--- src/rtl/reg_file_pkg.sv ---
// Shared types and defaults for the register-file writeback arbiter.
// Included by the interface, the arbiter sub-module and the top.
package reg_file_pkg;

  localparam int DEF_ADW  = 5;
  localparam int DEF_DPW  = 32;
  localparam int NUM_REGS = 2 ** DEF_ADW;

  typedef enum logic {
    CLEAR,
    RUN
  } state_e;

  typedef logic req_id_t;

endpackage

--- src/rtl/reg_file_wb_arbiter_if.sv ---
// Writeback requester bundle plus the register-file write port.
// Requesters sit on the master side, the arbiter on the slave side.
interface reg_file_wb_arbiter_if
  import reg_file_pkg::*;
#(
  parameter int ADW = DEF_ADW,
  parameter int DPW = DEF_DPW
) ();

  logic           req0_valid_i;
  logic           req0_ready_o;
  logic [ADW-1:0] req0_addr_i;
  logic [DPW-1:0] req0_data_i;

  logic           req1_valid_i;
  logic           req1_ready_o;
  logic [ADW-1:0] req1_addr_i;
  logic [DPW-1:0] req1_data_i;

  logic [ADW-1:0] addr_3_o;
  logic           we_o;
  logic [DPW-1:0] wd_3_o;
  logic           grant_o;
  logic           init_done_o;

  modport master (
    output req0_valid_i, req0_addr_i, req0_data_i,
    output req1_valid_i, req1_addr_i, req1_data_i,
    input  req0_ready_o, req1_ready_o,
    input  addr_3_o, we_o, wd_3_o, grant_o, init_done_o
  );

  modport slave (
    input  req0_valid_i, req0_addr_i, req0_data_i,
    input  req1_valid_i, req1_addr_i, req1_data_i,
    output req0_ready_o, req1_ready_o,
    output addr_3_o, we_o, wd_3_o, grant_o, init_done_o
  );

endinterface

--- src/rtl/rr_arb2.sv ---
// Two-way round-robin arbiter with a last-grant pointer.
// The pointer moves only when a grant is actually taken.
module rr_arb2
  import reg_file_pkg::*;
(
  input  logic       clk_i,
  input  logic       rst_i,
  input  logic       en_i,
  input  logic [1:0] valid_i,
  output logic [1:0] ready_o
);

  req_id_t ptr_q;

  always_comb begin
    ready_o = '0;
    if (en_i) begin
      unique case (valid_i)
        2'b01:   ready_o = 2'b01;
        2'b10:   ready_o = 2'b10;
        2'b11:   ready_o = ptr_q ? 2'b01 : 2'b10;
        default: ready_o = '0;
      endcase
    end
  end

  // Reset to 1 so requester 0 wins the first tie.
  always_ff @(posedge clk_i) begin
    if (rst_i) begin
      ptr_q <= 1'b1;
    end else if (|(valid_i & ready_o)) begin
      ptr_q <= ready_o[1];
    end
  end

endmodule

--- src/rtl/reg_file_wb_arbiter.sv ---
// Shares the register-file write port between ALU and LSU writeback.
// Zeroes x1..xN-1 after reset before any request is accepted.
module reg_file_wb_arbiter
  import reg_file_pkg::*;
#(
  parameter int ADW = DEF_ADW,
  parameter int DPW = DEF_DPW
) (
  input logic                  clk_i,
  input logic                  rst_i,
  reg_file_wb_arbiter_if.slave bus
);

  localparam logic [ADW-1:0] LAST = '1;

  state_e         state_q, state_d;
  logic [ADW-1:0] cnt_q, cnt_d;
  logic [ADW-1:0] addr_q, addr_d;
  logic [DPW-1:0] data_q, data_d;
  logic           we_q, we_d;
  logic           done_q, done_d;
  req_id_t        grant_q, grant_d;

  logic [1:0]     valid, ready, hs;
  req_id_t        hs_id;
  logic [ADW-1:0] sel_addr;
  logic [DPW-1:0] sel_data;

  assign valid = {bus.req1_valid_i, bus.req0_valid_i};

  rr_arb2 u_arb (
    .clk_i   (clk_i),
    .rst_i   (rst_i),
    .en_i    (done_q),
    .valid_i (valid),
    .ready_o (ready)
  );

  assign hs       = valid & ready;
  assign hs_id    = hs[1];
  assign sel_addr = hs_id ? bus.req1_addr_i : bus.req0_addr_i;
  assign sel_data = hs_id ? bus.req1_data_i : bus.req0_data_i;

  always_comb begin
    state_d = state_q;
    cnt_d   = cnt_q;
    addr_d  = addr_q;
    data_d  = data_q;
    grant_d = grant_q;
    done_d  = done_q;
    we_d    = 1'b0;
    unique case (state_q)
      CLEAR: begin
        we_d   = 1'b1;
        addr_d = cnt_q;
        data_d = '0;
        cnt_d  = cnt_q + ADW'(1);
        if (cnt_q == LAST) begin
          state_d = RUN;
        end
      end
      RUN: begin
        done_d = 1'b1;
        if (|hs) begin
          grant_d = hs_id;
          // x0 is hardwired zero: take the handshake, skip the write.
          if (sel_addr != '0) begin
            we_d   = 1'b1;
            addr_d = sel_addr;
            data_d = sel_data;
          end
        end
      end
      default: state_d = CLEAR;
    endcase
  end

  always_ff @(posedge clk_i) begin
    if (rst_i) begin
      state_q <= CLEAR;
      cnt_q   <= ADW'(1);
      addr_q  <= '0;
      data_q  <= '0;
      we_q    <= 1'b0;
      done_q  <= 1'b0;
      grant_q <= 1'b0;
    end else begin
      state_q <= state_d;
      cnt_q   <= cnt_d;
      addr_q  <= addr_d;
      data_q  <= data_d;
      we_q    <= we_d;
      done_q  <= done_d;
      grant_q <= grant_d;
    end
  end

  assign bus.req0_ready_o = ready[0];
  assign bus.req1_ready_o = ready[1];
  assign bus.addr_3_o     = addr_q;
  assign bus.we_o         = we_q;
  assign bus.wd_3_o       = data_q;
  assign bus.grant_o      = grant_q;
  assign bus.init_done_o  = done_q;

endmodule

--- src/flat_wrapper.sv ---
// flat-port wrapper written by rule: the top's interface ports become plain ports
module reg_file_wb_arbiter_flat import reg_file_pkg::*;
#(
  parameter int ADW = DEF_ADW,
  parameter int DPW = DEF_DPW
)
  (clk_i, rst_i, bus_req0_valid_i, bus_req0_addr_i, bus_req0_data_i, bus_req1_valid_i, bus_req1_addr_i, bus_req1_data_i, bus_req0_ready_o, bus_req1_ready_o, bus_addr_3_o, bus_we_o, bus_wd_3_o, bus_grant_o, bus_init_done_o);
  reg_file_wb_arbiter_if #(.ADW(ADW), .DPW(DPW)) bus_i ();
  input logic clk_i;
  input logic rst_i;
  input wire logic [$bits(bus_i.req0_valid_i)-1:0] bus_req0_valid_i;
  input wire logic [$bits(bus_i.req0_addr_i)-1:0] bus_req0_addr_i;
  input wire logic [$bits(bus_i.req0_data_i)-1:0] bus_req0_data_i;
  input wire logic [$bits(bus_i.req1_valid_i)-1:0] bus_req1_valid_i;
  input wire logic [$bits(bus_i.req1_addr_i)-1:0] bus_req1_addr_i;
  input wire logic [$bits(bus_i.req1_data_i)-1:0] bus_req1_data_i;
  output wire logic [$bits(bus_i.req0_ready_o)-1:0] bus_req0_ready_o;
  output wire logic [$bits(bus_i.req1_ready_o)-1:0] bus_req1_ready_o;
  output wire logic [$bits(bus_i.addr_3_o)-1:0] bus_addr_3_o;
  output wire logic [$bits(bus_i.we_o)-1:0] bus_we_o;
  output wire logic [$bits(bus_i.wd_3_o)-1:0] bus_wd_3_o;
  output wire logic [$bits(bus_i.grant_o)-1:0] bus_grant_o;
  output wire logic [$bits(bus_i.init_done_o)-1:0] bus_init_done_o;
  assign bus_i.req0_valid_i = bus_req0_valid_i;
  assign bus_i.req0_addr_i = bus_req0_addr_i;
  assign bus_i.req0_data_i = bus_req0_data_i;
  assign bus_i.req1_valid_i = bus_req1_valid_i;
  assign bus_i.req1_addr_i = bus_req1_addr_i;
  assign bus_i.req1_data_i = bus_req1_data_i;
  assign bus_req0_ready_o = bus_i.req0_ready_o;
  assign bus_req1_ready_o = bus_i.req1_ready_o;
  assign bus_addr_3_o = bus_i.addr_3_o;
  assign bus_we_o = bus_i.we_o;
  assign bus_wd_3_o = bus_i.wd_3_o;
  assign bus_grant_o = bus_i.grant_o;
  assign bus_init_done_o = bus_i.init_done_o;
  reg_file_wb_arbiter #(.ADW(ADW), .DPW(DPW)) u_core (.clk_i(clk_i), .rst_i(rst_i), .bus(bus_i));
endmodule
--- config.mk ---
export PLATFORM = sky130hd
export DESIGN_NAME = reg_file_wb_arbiter_flat
export DESIGN_NICKNAME = d
export VERILOG_FILES = /design/src/rtl/reg_file_pkg.sv /design/src/rtl/reg_file_wb_arbiter_if.sv /design/src/rtl/rr_arb2.sv /design/src/rtl/reg_file_wb_arbiter.sv /design/src/flat_wrapper.sv
export SDC_FILE = /design/constraint.sdc
export NUM_CORES = 1
export LEC_CHECK = 0
export CORE_MARGIN = 10
export CORE_UTILIZATION = 35
export CTS_CLUSTER_DIAMETER = 100
export DETAILED_ROUTE_END_ITERATION = 6
export GPL_TIMING_DRIVEN = 0
export MAX_ROUTING_LAYER = met4
export PLACE_DENSITY = 0.84
export SYNTH_ARGS = -nofsm -noshare
export SYNTH_HDL_FRONTEND = slang
export SYNTH_SLANG_ARGS = --single-unit
--- constraint.sdc ---
create_clock -name clk_i -period 1.65 [get_ports clk_i]
set_input_delay 0.165 -clock clk_i [delete_from_list [all_inputs] [get_ports clk_i]]
set_output_delay 0.165 -clock clk_i [all_outputs]
set_load 0.02 [all_outputs]
==> results.tsv <==
metric	value	unit
routed vias	2584	
Rel. slew slack	0.622	
Worst Hold Depth	3	
number of synthesized register bits	47	
EDFF count, synth	0	
core area	6030	um^2
critical path arrival	1.81	ns
H-tree levels	2	
initial antenna violation count	0	
peak supply drop	0.286	mV
DRC Markers	0	
CTS buffer count	5	
met2 Usage GRT	0.279	
post-synthesis area per instance	8.10	um^2
Gate Count Post-Synth	273	
Slew Viols, Final	0	
register area share after synthesis	0.426	
Clock Tree Root	clkbuf_8	
Fill cells	534	
grt total ovfl	0	
FF-to-FF path depth	6	
die area	9900	um^2
Port Buffers	117	
Unique masters post-synth	36	
Iter 0 DRT Violations	74	
first-pass GRT wire length	13500	um
most common cell after layout, fill and taps aside	clkdlybuf4s50_1	
met1 Use GR	0.200	
maximum clock rate	625	MHz
setup_tns	0	ns
post-synthesis net count	353	
Layout area overhead	70.2	%
Worst Hold Class	in -> reg	
All-Layer GR Usage	0.169	
# diodes	0	
pwr dens	579	nW/um^2
Tcrit/Tclk final	0.970	
Static Leak	0.00141	uW
Starting Density	0.367	
Mapped Area	2210	um^2
Setup crit start kind	primary input	
routed len/inst	18.1	um
gr busiest metal	met2	
critical path required time	1.86	ns
fraction of registers with async set/reset	0	
share of layout cells above drive strength 1	0.159	
I/O pins	120	
CP Max Fanout	8	
Max-cap violations	0	
Clk pin slew, worst setup/hold paths	0.09	ns
largest net degree at the start of global routing	14	
most frequent cells in the layout	clkdlybuf4s50_1, nand2_1, dfxtp_1, nor3_1, a311oi_1	
crit path kind	in -> reg	
Fin Clk Skew	0.00970	ns
vias in the first global route	2629	
GR met3 Demand/Resource	0.0505	
final instance area	3760	um^2
worst-margin pin slew	0.567	ns
Via-to-Cell Ratio	5.41	
dpl hpwl	6330	um
clock sinks	47	
DP Area	3480	um^2
synth warn	0	
nature of the critical path endpoint	flip-flop	
status	finished, final reports clean	
Final ANT Viol Nets	0	
Die X	99.5	um
CTS Buffer Depth	2	
# setup viols final	0	
wirelength, routed	8640	um
nets@finish	483	
RSZ-0062 raised after global routing	yes	
dominant synthesized flop cell	dfxtp_1	
Die Ht	99.5	um
CTS tree	done	
Hold Buf Count CTS	0	
drt pass-1 iters	4	
Hold Vio Cnt, Final	0	
GPL Wtd Cong	0.826	
total chip power	2180	uW
Period minus WS final	1.60	ns
worst-skew pair later-pin latency	0.30	ns
num rows	28	
[path summary, 6_finish.rpt]
check | start | to | slack, ns
setup reg to reg | u_core.u_arb.ptr_q | u_core.bus.wd_3_o[19] | 0.11
hold / removal | bus_req1_addr_i[0] | u_core.bus.addr_3_o[0] | 0.23
setup / recovery | bus_req0_addr_i[4] | u_core.bus.addr_3_o[3] | 0.05
hold reg to reg | u_core.bus.addr_3_o[4] | u_core.bus.addr_3_o[4] | 0.51
[cells in the mapped netlist, types with 3 or more instances]
cell,number,area [um^2]
clkbuf_1,17,63.8
nand3_1,5,25.0
mux2i_1,4,40.0
nor2_1,14,52.6
a311oi_1,35,307
nand2b_1,3,18.8
a21oi_1,3,15.0
nor3_1,33,165
buf_2,7,35.0
o21ai_0,3,15.0
dfxtp_1,47,941
nand2_1,70,263
[cell type report]
class,count,area [um^2],area share
multi-input combinational,197,1240,0.329
clock inverter,1,5.00,0.00133
sequential,47,946,0.251
timing repair buffer,123,1190,0.316
tap,75,93.8,0.0249
clock buffer,6,82.6,0.0219
buffer,27,198,0.0525
inverter,2,12.5,0.00333
[registers in the layout, indices dropped and copies added, names as in the netlist]
name	cells
u_core.bus.grant_o	1
u_core.cnt_q	5
u_core.u_arb.ptr_q	1
u_core.bus.we_o	1
u_core.state_q	1
u_core.bus.addr_3_o	5
u_core.bus.wd_3_o	32
u_core.bus.init_done_o	1
[through the flow]
stage | util | setup slack [ns] | instances | hold slack (ns)
floorplan | - | -0.0276 | 273 | 0.330
global route | 0.624 | -0.00676 | 478 | 0.289
detailed placement | 0.578 | -1.05 | 465 | 0.495
CTS | 0.612 | 0.0180 | 478 | 0.244
finish | 0.624 | 0.0491 | 478 | 0.235
global placement | 0.578 | -1.06 | 465 | 0.489
[report_power, final]
group          internal, uW  switching [uW]  leakage, uW
sequential             1150            15.8     0.000381
clock                   330             391    0.0000470
combinational           196            93.7     0.000982
total                  1680             501      0.00141
[metal layers]
layer / vias to the layer above / wire length [um]
li1: 1255 / -
met1: 1205 / 3780
met2: 109 / 4170
met3: 15 / 609
met4: 0 / 82
met5: - / 0
[worst max-delay path: stages]
cell and delay [ns]:
buf_2 0.10, or4_4 0.54, o2111a_1 0.27, buf_6 0.14
or4_4 0.50, o311ai_4 0.08
[logic make-up (layout without fill, tap and decap cells)]
| family | Yosys count | count (layout) | share of synthesized area |
|---|---|---|---|
| compound gates | 54 | 54 | 0.205 |
| xor+xnor | 3 | 3 | 0.0119 |
| fa+ha+maj | 2 | 2 | 0.0113 |
| buf+inv | 29 | 159 | 0.0566 |
| flops | 47 | 47 | 0.426 |
| mux | 4 | 4 | 0.0181 |
| simple gates | 134 | 134 | 0.272 |
[what timing repair did]
item / CTS / global route
setup buffers: 6 / 0
endpoints found under the setup margin: 41 / 35
gates cloned: 0 / 1
resized for setup: 63 / 23
hold endpoints to repair: 0 / 0
pin swaps: 8 / 7
No activity file was read; power rests on OpenSTA's default activity.
